<file path="config.mk">
export PLATFORM = sky130hd
export DESIGN_NAME = clk_edge_monitor
export DESIGN_NICKNAME = d
export VERILOG_FILES = /design/src/rtl/clk_edge_monitor_pkg.sv /design/src/rtl/clk_edge_monitor_sync_edge_detect.sv /design/src/rtl/clk_edge_monitor.sv
export SDC_FILE = /design/constraint.sdc
export NUM_CORES = 1
export LEC_CHECK = 0
export ABC_CLOCK_PERIOD_IN_PS = 2900
export CAP_MARGIN = 20
export CORE_ASPECT_RATIO = 1.1
export CORE_MARGIN = 2
export CORE_UTILIZATION = 60
export DETAILED_ROUTE_END_ITERATION = 8
export PLACE_DENSITY = 0.82
export SYNTH_ARGS = -nofsm -noshare
export SYNTH_HDL_FRONTEND = slang
export SYNTH_SLANG_ARGS = --single-unit
export TNS_END_PERCENT = 50
</file>
<file path="constraint.sdc">
create_clock -name clk_in -period 2.9 [get_ports clk_in]
set_input_delay 0.29 -clock clk_in [delete_from_list [all_inputs] [get_ports clk_in]]
set_output_delay 0.29 -clock clk_in [all_outputs]
set_load 0.01 [all_outputs]
</file>
<file path="src/rtl/clk_edge_monitor_pkg.sv">
// Shared definitions for the clk_src edge monitor: FSM encoding and the
// elaboration-time parameter legality checks.
package clk_edge_monitor_pkg;

   typedef enum logic [1:0] {
      ST_IDLE    = 2'd0,
      ST_MEASURE = 2'd1,
      ST_LOCKED  = 2'd2,
      ST_LOST    = 2'd3
   } mon_state_e;

   localparam int MIN_SYNC_STAGES = 2;
   localparam int MIN_TIMEOUT     = 2;
   localparam int MIN_LOCK_COUNT  = 1;
   localparam int MAX_CNT_W       = 62;

   function automatic bit sync_stages_ok(input int sync_stages);
      return sync_stages >= MIN_SYNC_STAGES;
   endfunction

   // TIMEOUT-1 must be reachable by the saturating counter.
   function automatic bit monitor_params_ok(input int sync_stages,
                                            input int cnt_w,
                                            input int timeout,
                                            input int lock_count);
      longint cnt_span;
      if (cnt_w < 1 || cnt_w > MAX_CNT_W) begin
         return 1'b0;
      end
      cnt_span = longint'(1) << cnt_w;
      return sync_stages_ok(sync_stages) &&
             (timeout >= MIN_TIMEOUT) &&
             (longint'(timeout) < cnt_span) &&
             (lock_count >= MIN_LOCK_COUNT);
   endfunction

endpackage

</file>
<file path="src/rtl/clk_edge_monitor_sync_edge_detect.sv">
// Brings clk_src into the clk_in domain and turns its level changes into
// registered one-cycle rise/fall pulses.
module sync_edge_detect
   import clk_edge_monitor_pkg::*;
#(
   parameter int SYNC_STAGES = 2
) (
   input  logic clk_in,
   input  logic reset_n,
   input  logic clk_src,
   output logic rise_pulse,
   output logic fall_pulse
);

   generate
      if (!sync_stages_ok(SYNC_STAGES)) begin : g_bad_sync_stages
         $error("sync_edge_detect: SYNC_STAGES must be at least 2");
      end
   endgenerate

   logic [SYNC_STAGES-1:0] sync_q, sync_d;
   logic                   hist_q, hist_d;
   logic                   rise_q, rise_d;
   logic                   fall_q, fall_d;
   logic                   synced;

   always_comb begin
      sync_d = {sync_q[SYNC_STAGES-2:0], clk_src};
      synced = sync_q[SYNC_STAGES-1];
      hist_d = synced;
      rise_d = synced & ~hist_q;
      fall_d = ~synced & hist_q;
   end

   // History resets low, so a clk_src already high at reset release is seen as a rise.
   always_ff @(posedge clk_in or negedge reset_n) begin
      if (!reset_n) begin
         sync_q <= '0;
         hist_q <= 1'b0;
         rise_q <= 1'b0;
         fall_q <= 1'b0;
      end else begin
         sync_q <= sync_d;
         hist_q <= hist_d;
         rise_q <= rise_d;
         fall_q <= fall_d;
      end
   end

   assign rise_pulse = rise_q;
   assign fall_pulse = fall_q;

endmodule

</file>
<file path="src/rtl/clk_edge_monitor.sv">
// Monitors a slow clock sampled in the clk_in domain: edge enables, rise-to-rise
// period measurement, lock detection and loss-of-clock timeout.
module clk_edge_monitor
   import clk_edge_monitor_pkg::*;
#(
   parameter int SYNC_STAGES = 2,
   parameter int CNT_W       = 16,
   parameter int TIMEOUT     = 1024,
   parameter int LOCK_COUNT  = 4
) (
   input  logic             clk_in,
   input  logic             reset_n,
   input  logic             clk_src,
   output logic             rise_pulse,
   output logic             fall_pulse,
   output logic [CNT_W-1:0] period,
   output logic             period_valid,
   output logic             locked,
   output logic             clk_lost
);

   localparam int                 MATCH_W      = $clog2(LOCK_COUNT + 1);
   localparam logic [CNT_W-1:0]   TIMEOUT_LAST = CNT_W'(TIMEOUT - 1);
   localparam logic [MATCH_W-1:0] LOCK_TARGET  = MATCH_W'(LOCK_COUNT);

   generate
      if (!monitor_params_ok(SYNC_STAGES, CNT_W, TIMEOUT, LOCK_COUNT)) begin : g_bad_params
         $error("clk_edge_monitor: illegal SYNC_STAGES/CNT_W/TIMEOUT/LOCK_COUNT combination");
      end
   endgenerate

   mon_state_e         state_q, state_d;
   logic [CNT_W-1:0]   cnt_q, cnt_d;
   logic [CNT_W-1:0]   last_q, last_d;
   logic [CNT_W-1:0]   period_q, period_d;
   logic [MATCH_W-1:0] match_q, match_d;
   logic               rise_evt;
   logic               timeout_evt;
   logic               same_period;
   logic               period_strobe;

   function automatic logic [CNT_W-1:0] cnt_sat_inc(input logic [CNT_W-1:0] v);
      return (&v) ? v : v + CNT_W'(1);
   endfunction

   // Clamped at the lock target so a run of equal periods can never wrap the count.
   function automatic logic [MATCH_W-1:0] match_sat_inc(input logic [MATCH_W-1:0] m);
      return (m >= LOCK_TARGET) ? LOCK_TARGET : m + MATCH_W'(1);
   endfunction

   sync_edge_detect #(
      .SYNC_STAGES (SYNC_STAGES)
   ) u_sync_edge_detect (
      .clk_in     (clk_in),
      .reset_n    (reset_n),
      .clk_src    (clk_src),
      .rise_pulse (rise_pulse),
      .fall_pulse (fall_pulse)
   );

   assign rise_evt = rise_pulse;

   always_comb begin
      state_d       = state_q;
      cnt_d         = rise_evt ? CNT_W'(1) : cnt_sat_inc(cnt_q);
      last_d        = last_q;
      period_d      = period_q;
      match_d       = match_q;
      period_strobe = 1'b0;
      timeout_evt   = (cnt_q == TIMEOUT_LAST) && !rise_evt;
      same_period   = (cnt_q == last_q);

      case (state_q)
         ST_IDLE: begin
            if (rise_evt) begin
               state_d = ST_MEASURE;
            end else if (timeout_evt) begin
               state_d = ST_LOST;
            end
         end
         ST_MEASURE: begin
            if (rise_evt) begin
               period_strobe = 1'b1;
               period_d      = cnt_q;
               last_d        = cnt_q;
               match_d       = same_period ? match_sat_inc(match_q) : MATCH_W'(1);
               if (match_d == LOCK_TARGET) begin
                  state_d = ST_LOCKED;
               end
            end else if (timeout_evt) begin
               state_d = ST_LOST;
            end
         end
         ST_LOCKED: begin
            if (rise_evt) begin
               period_strobe = 1'b1;
               period_d      = cnt_q;
               if (!same_period) begin
                  state_d = ST_MEASURE;
                  match_d = MATCH_W'(1);
                  last_d  = cnt_q;
               end
            end else if (timeout_evt) begin
               state_d = ST_LOST;
            end
         end
         ST_LOST: begin
            // The interval spanning the outage is meaningless, so it is not reported.
            if (rise_evt) begin
               state_d = ST_MEASURE;
               match_d = '0;
            end
         end
         default: begin
            state_d = ST_IDLE;
         end
      endcase
   end

   always_ff @(posedge clk_in or negedge reset_n) begin
      if (!reset_n) begin
         state_q  <= ST_IDLE;
         cnt_q    <= '0;
         last_q   <= '0;
         period_q <= '0;
         match_q  <= '0;
      end else begin
         state_q  <= state_d;
         cnt_q    <= cnt_d;
         last_q   <= last_d;
         period_q <= period_d;
         match_q  <= match_d;
      end
   end

   assign period       = period_q;
   assign period_valid = period_strobe;
   assign locked       = (state_q == ST_LOCKED);
   assign clk_lost     = (state_q == ST_LOST);

endmodule

</file>
After elaboration in Yosys (flattened, before gate mapping)
Cells that the tools add are included.
- magnitude comparators: 1
- eq/ne operators: 13
- reductions and logical operators: 11
- muxes and demuxes: 23
- $add $sub $neg: 2
- bitwise operators: 4
- operator list (cell ; number):
    two-way mux 16 bit ; 5
    one-hot mux 16 bit (2 select lines) ; 1
    two-way mux 3 bit ; 6
    adder 16 x 1 -> 16 bit, second input constant ; 1
    == test 16 x 10 -> 1 bit, second input constant ; 1
    == test 16 bit ; 1
    AND reduction 16 bit ; 1
    two-way mux 2 bit ; 7
    one-hot mux 3 bit (3 select lines) ; 1
    != test 2 x 1 -> 1 bit, second input constant ; 4
    one-hot mux 2 bit (4 select lines) ; 1
    != test 3 bit, second input constant ; 2
    AND reduction 5 bit ; 1
    == test 2 bit, second input constant ; 2
    AND reduction 4 bit ; 1
    adder 3 x 1 -> 3 bit, second input constant ; 1
    == test 3 bit, second input constant ; 1
    greater-or-equal comparator 3 bit, second input constant ; 1
    AND reduction 3 bit ; 1
    nonzero test 3 bit ; 1
    AND 1 bit ; 2
    == test 2 x 1 -> 1 bit, second input constant ; 1
    zero test 2 bit ; 1
    two-way mux 1 bit ; 2
    7 further kinds ; 8
- logic and storage cells: 63
- input port bits: 3
- output and inout bits: 21
- register bits after elaboration: 58

Longest topological paths before layout
- depth after elaboration: 7
- mapped depth: 7

Modules after synthesis
From an unflattened synthesis, not the netlist that was laid out.
- cells, all modules: 239
- area total of the unflattened synthesis: 2798.9 µm²
- by module, submodules not included (module ; sequential area each (µm²) ; cells each ; instances ; area an instance (µm²)):
    clk_edge_monitor ; 1326.3 ; 232 ; 1 ; 2658.8
    sync_edge_detect ; 125.1 ; 7 ; 1 ; 140.1

Worst setup path before layout
OpenSTA, ideal clock, no wires.
- path kind: register -> register
- start: register state_q[0]
- end: register last_q[0]
- clock period less this slack: 2.015 ns
- data required time: 2.775 ns
- stages on the path, launching flop included: 8
- path slack: 0.885 ns
- data arrival time: 1.890 ns
- path buffers: 2
- setup time: 0.125 ns
- path through: dfrtp_1 > inv_1 > ha_1 > clkbuf_1 > o21ai_0 > a21oi_4 > buf_6 > mux2_4
- cells in the longest elaborated chain, start to end: 3
- ends and longest elaborated chain (element ; line ; source):
    start: declaration ; clk_edge_monitor.sv:32 ; mon_state_e state_q, state_d;
    start signal: assignment ; clk_edge_monitor.sv:128 ; state_q <= state_d;
    == test 2 bit * ; -- ;
    via locked ; clk_edge_monitor.sv:18 ; output logic locked,
    != test 2 x 1 -> 1 bit (no source line), or another cell as far along ; -- ;
    AND reduction 4 bit (no source line) ; -- ;
    end signal: assignment ; clk_edge_monitor.sv:130 ; last_q <= last_d;
    end: declaration ; clk_edge_monitor.sv:34 ; logic [CNT_W-1:0] last_q, last_d;
Mark *: on every way through the listed nets, which the timed path passes. The rest lies on a longest branch.
A chain may end at the register's enable or synchronous reset.

Worst setup path in the final report
- start: register state_q[1]
- end: register last_q[5]
- cells in the longest elaborated chain, start to end: 3
- ends and longest elaborated chain (element ; line ; source):
    == test 2 x 1 -> 1 bit / == test 2 bit (equally long branches) ; clk_edge_monitor.sv:73 ; case (state_q)
    != test 2 x 1 -> 1 bit (no source line), or another cell as far along ; -- ;
    AND reduction 4 bit (no source line) ; -- ;
Several ways; a longest one is shown, not always the timed one.

==> impl_metrics.tcl <==
set metrics [dict create \
    status "completed" \
    pin_count 24 \
    r2r.worst_path.cells 4 \
    dpl.cell_count 306 \
    hold_violations 0 \
    cts_buffers 9 \
    p_leak_nw 1.477 \
    p_seq_share_pct 40.6 \
    ant_nets 0 \
    synth.distinct_cells 42 \
    antenna_found_initial 0 \
    ys_top_cells_by_area "dfrtp_1, mux2_2, xnor2_1" \
    place_hpwl_mm 3.546 \
    insertion_delay_ns 0.34 \
    tightestPinTransition_ns 0.7387 \
    synth-seq-cells 58 \
    synthFlopType "dfrtp_1" \
    routed_via_density 5.718 \
    routedWlPerCell_um 16.60 \
    synth_edf_count 0 \
    combPwrFrac_pct 22.3 \
    htreeDepth 3 \
    finalSetupTns_ns 0 \
    max_cap_viol_count 0 \
    synth_area_um2 2806 \
    required_ns 3.12 \
    min_period_over_period_pct 78.76 \
    fp-row-count 26 \
    gr-total-overflow 0 \
    p_clk_share_pct 37.1 \
    postCtsSetupBuffers 0 \
    path_cells "ha_1 -> o21ai_0 -> a21oi_4 -> mux2_2" \
    area_growth_pct 18.06 \
    yosys.area.top_type "dfrtp_1" \
    worstSetupPathType "reg -> reg" \
    async_flop_share_pct 100.0 \
    die_x_um 69.21 \
    place_congestion 0.7828 \
    setup_viol 0 \
    drive_above_1_share_pct 20.97 \
    r2r-end "last_q[5]" \
    drt_first_pass_iters 4 \
    timing.final.crit_period_ns 2.284 \
    start_kind "register" \
    rsz0062_at_grt "false" \
    report.final.slew_viol_count 0 \
    hp-class "in -> async" \
    maxSlewHeadroom_pct 50.34 \
    cts-root-buf "clkbuf_8" \
    synth_top_area_share_pct 51.72 \
    rrSetupSlack_ns 0.62 \
    switchingPower_mw 0.6951 \
    clk_pin_slew_ns 0.06 \
    cts_tree "done" \
    grt_pass1_wl_mm 9.059 \
    r2r-start "state_q[1]" \
    drcViolationCount 0 \
    crit_path_max_incr_delay_ns 0.57 \
    worstPathArrival_ns 2.50 \
    synth_fp_nets 246 \
    swShare_pct 27.78 \
    core_um2 4587 \
    p_int_mw 1.807 \
    n_antenna_cell 0 \
    vdd_drop_max_v 0.0005623 \
    wirelength_mm 5.362 \
    finClkSkew_ns 0.01073 \
    synthTopCellsByCount "dfrtp_1, mux2_2, nor2_1, xnor2_1, mux2_4" \
    cp-end-kind "register" \
    die_area_um2 5241 \
    nNetsFinal 271 \
    syn_area_per_cell_um2 11.84 \
    fmax_ghz 0.4378 \
    fin_cells 323 \
    portBuffers 23 \
    vias 1847 \
    dieHeight_um 75.73 \
    ys_seq_area_share_pct 51.72 \
    cp_max_fo 16 \
    grt_max_degree 30 \
    slowest_stage "a21oi_4" \
    grt_pass1_vias 1871 \
    drtIter0Drc 141 \
    clock_path_buffers 2 \
    cts_sinks 58 \
    synth_warnings 0 \
    grt_use_total_pct 22.96 \
    synthCells 237 \
    p_per_area_nw_per_um2 755.2 \
    synth.most_common_cell "dfrtp_1" \
    initial_core_util_pct 61.18 \
]
through the flow:
step | hold slack [ns] | power, mW | utilization, % | area, um2 | worst slack [ns]
2_1_floorplan | -0.005591 | 1.396 | - | 2806 | 0.8850
6_report | 0.3485 | 2.502 | 72.23 | 3313 | 0.6160
5_1_grt | 0.3677 | 2.617 | 72.23 | 3313 | 0.5154
3_5_place_dp | 0.1764 | 1.584 | 66.53 | 3052 | 0.6633
4_1_cts | 0.3498 | 2.519 | 72.23 | 3313 | 0.6228
3_3_place_gp | 0.1728 | 1.568 | 66.53 | 3052 | 0.6964
placed cells by master, fill, tap and decap left out, drive strengths merged, types with 3 or more instances in the layout:
| cell | Yosys | layout |
|---|---|---|
| or3 | 3 | 3 |
| nor2b | 3 | 3 |
| nor2 | 20 | 20 |
| clkdlybuf4s50 | 0 | 22 |
| bufinv | 0 | 3 |
| clkbuf | 8 | 11 |
| mux2 | 31 | 31 |
| a21oi | 5 | 5 |
| nand2b | 3 | 3 |
| inv | 9 | 9 |
| o21ai | 6 | 6 |
| ha | 6 | 6 |
| nand2 | 6 | 6 |
| a211oi | 3 | 3 |
| dfrtp | 58 | 58 |
| nand3 | 5 | 5 |
| xnor2 | 20 | 20 |
| nand4 | 9 | 9 |
| buf | 6 | 5 |
| xor2 | 5 | 5 |
| nor4 | 3 | 3 |
| and3 | 3 | 3 |
| nor3 | 7 | 7 |
layout make-up:
| cell class | instances | area [um2] |
|---|---|---|
| well taps | 56 | 70.07 |
| multi-input cells | 156 | 1241 |
| flip-flops and latches | 58 | 1451 |
| repair buffers | 28 | 265.3 |
| clock buffers | 11 | 151.4 |
| fillers | 321 | 1274 |
| inverters | 9 | 33.78 |
| clock inverters | 5 | 100.1 |
routing by layer:
metal,up-vias,track usage (%),share of wire (%)
li1,873,-,-
met1,924,29.25,45
met2,38,38.25,49
met3,12,3.968,3.5
met4,0,12.64,2.3
met5,-,0,0
cells by family after synthesis:
group	count (synthesis)	share of synthesized area (%)
and+or+nand+nor	70	13.87
DFF	58	51.72
muxes	32	14.13
xor gates and xnor gates	25	7.802
AOI/OAI and AO/OA	23	5.752
buffers and inverters	23	4.057
adders and majority gates	6	2.675
timing repair:
| action | 4_1_cts | 5_1_grt |
|---|---|---|
| resized for setup | 0 | 0 |
| endpoints found under the hold margin | 10 | 0 |
| hold buffers | 1 | 0 |
critical path: cells and delay by family, from the launching register on:
family	cells	cell delay, ns
AO/OA/AOI/OAI	2	0.82
flip-flops	1	0.49
adder cells (fa/ha/maj)	1	0.45
multiplexers	1	0.41
state kept, by name, summed over array words and instances (netlist names):
name / cells
state_q: 2
cnt_q: 16
u_sync_edge_detect.rise_pulse: 1
u_sync_edge_detect.hist_q: 1
match_q: 3
last_q: 16
u_sync_edge_detect.fall_pulse: 1
u_sync_edge_detect.sync_q: 2
period: 16
how the worst max path moves through the flow:
stage / from / to / slack (ns) / cells after the start
after floorplan: state_q[0] / last_q[0] / 0.89 / 7
after global placement: state_q[0] / last_q[3] / 0.70 / 5
after detailed placement: state_q[0] / last_q[5] / 0.66 / 5
after CTS: state_q[0] / period_valid / 0.62 / 5
after global routing: state_q[0] / last_q[2] / 0.52 / 5
final: state_q[1] / last_q[5] / 0.62 / 4
power by group through the flow:
stage | Sequential, mW | Clock, mW | Combinational, mW
finish | 1.02 | 0.927 | 0.559
global route | 1.03 | 0.969 | 0.617
CTS | 1.02 | 0.938 | 0.565
detailed placement | 1.03 | 0 | 0.555
global placement | 1.02 | 0 | 0.544
floorplan | 1.02 | 0 | 0.378
Power figures use the tool's default switching activity.
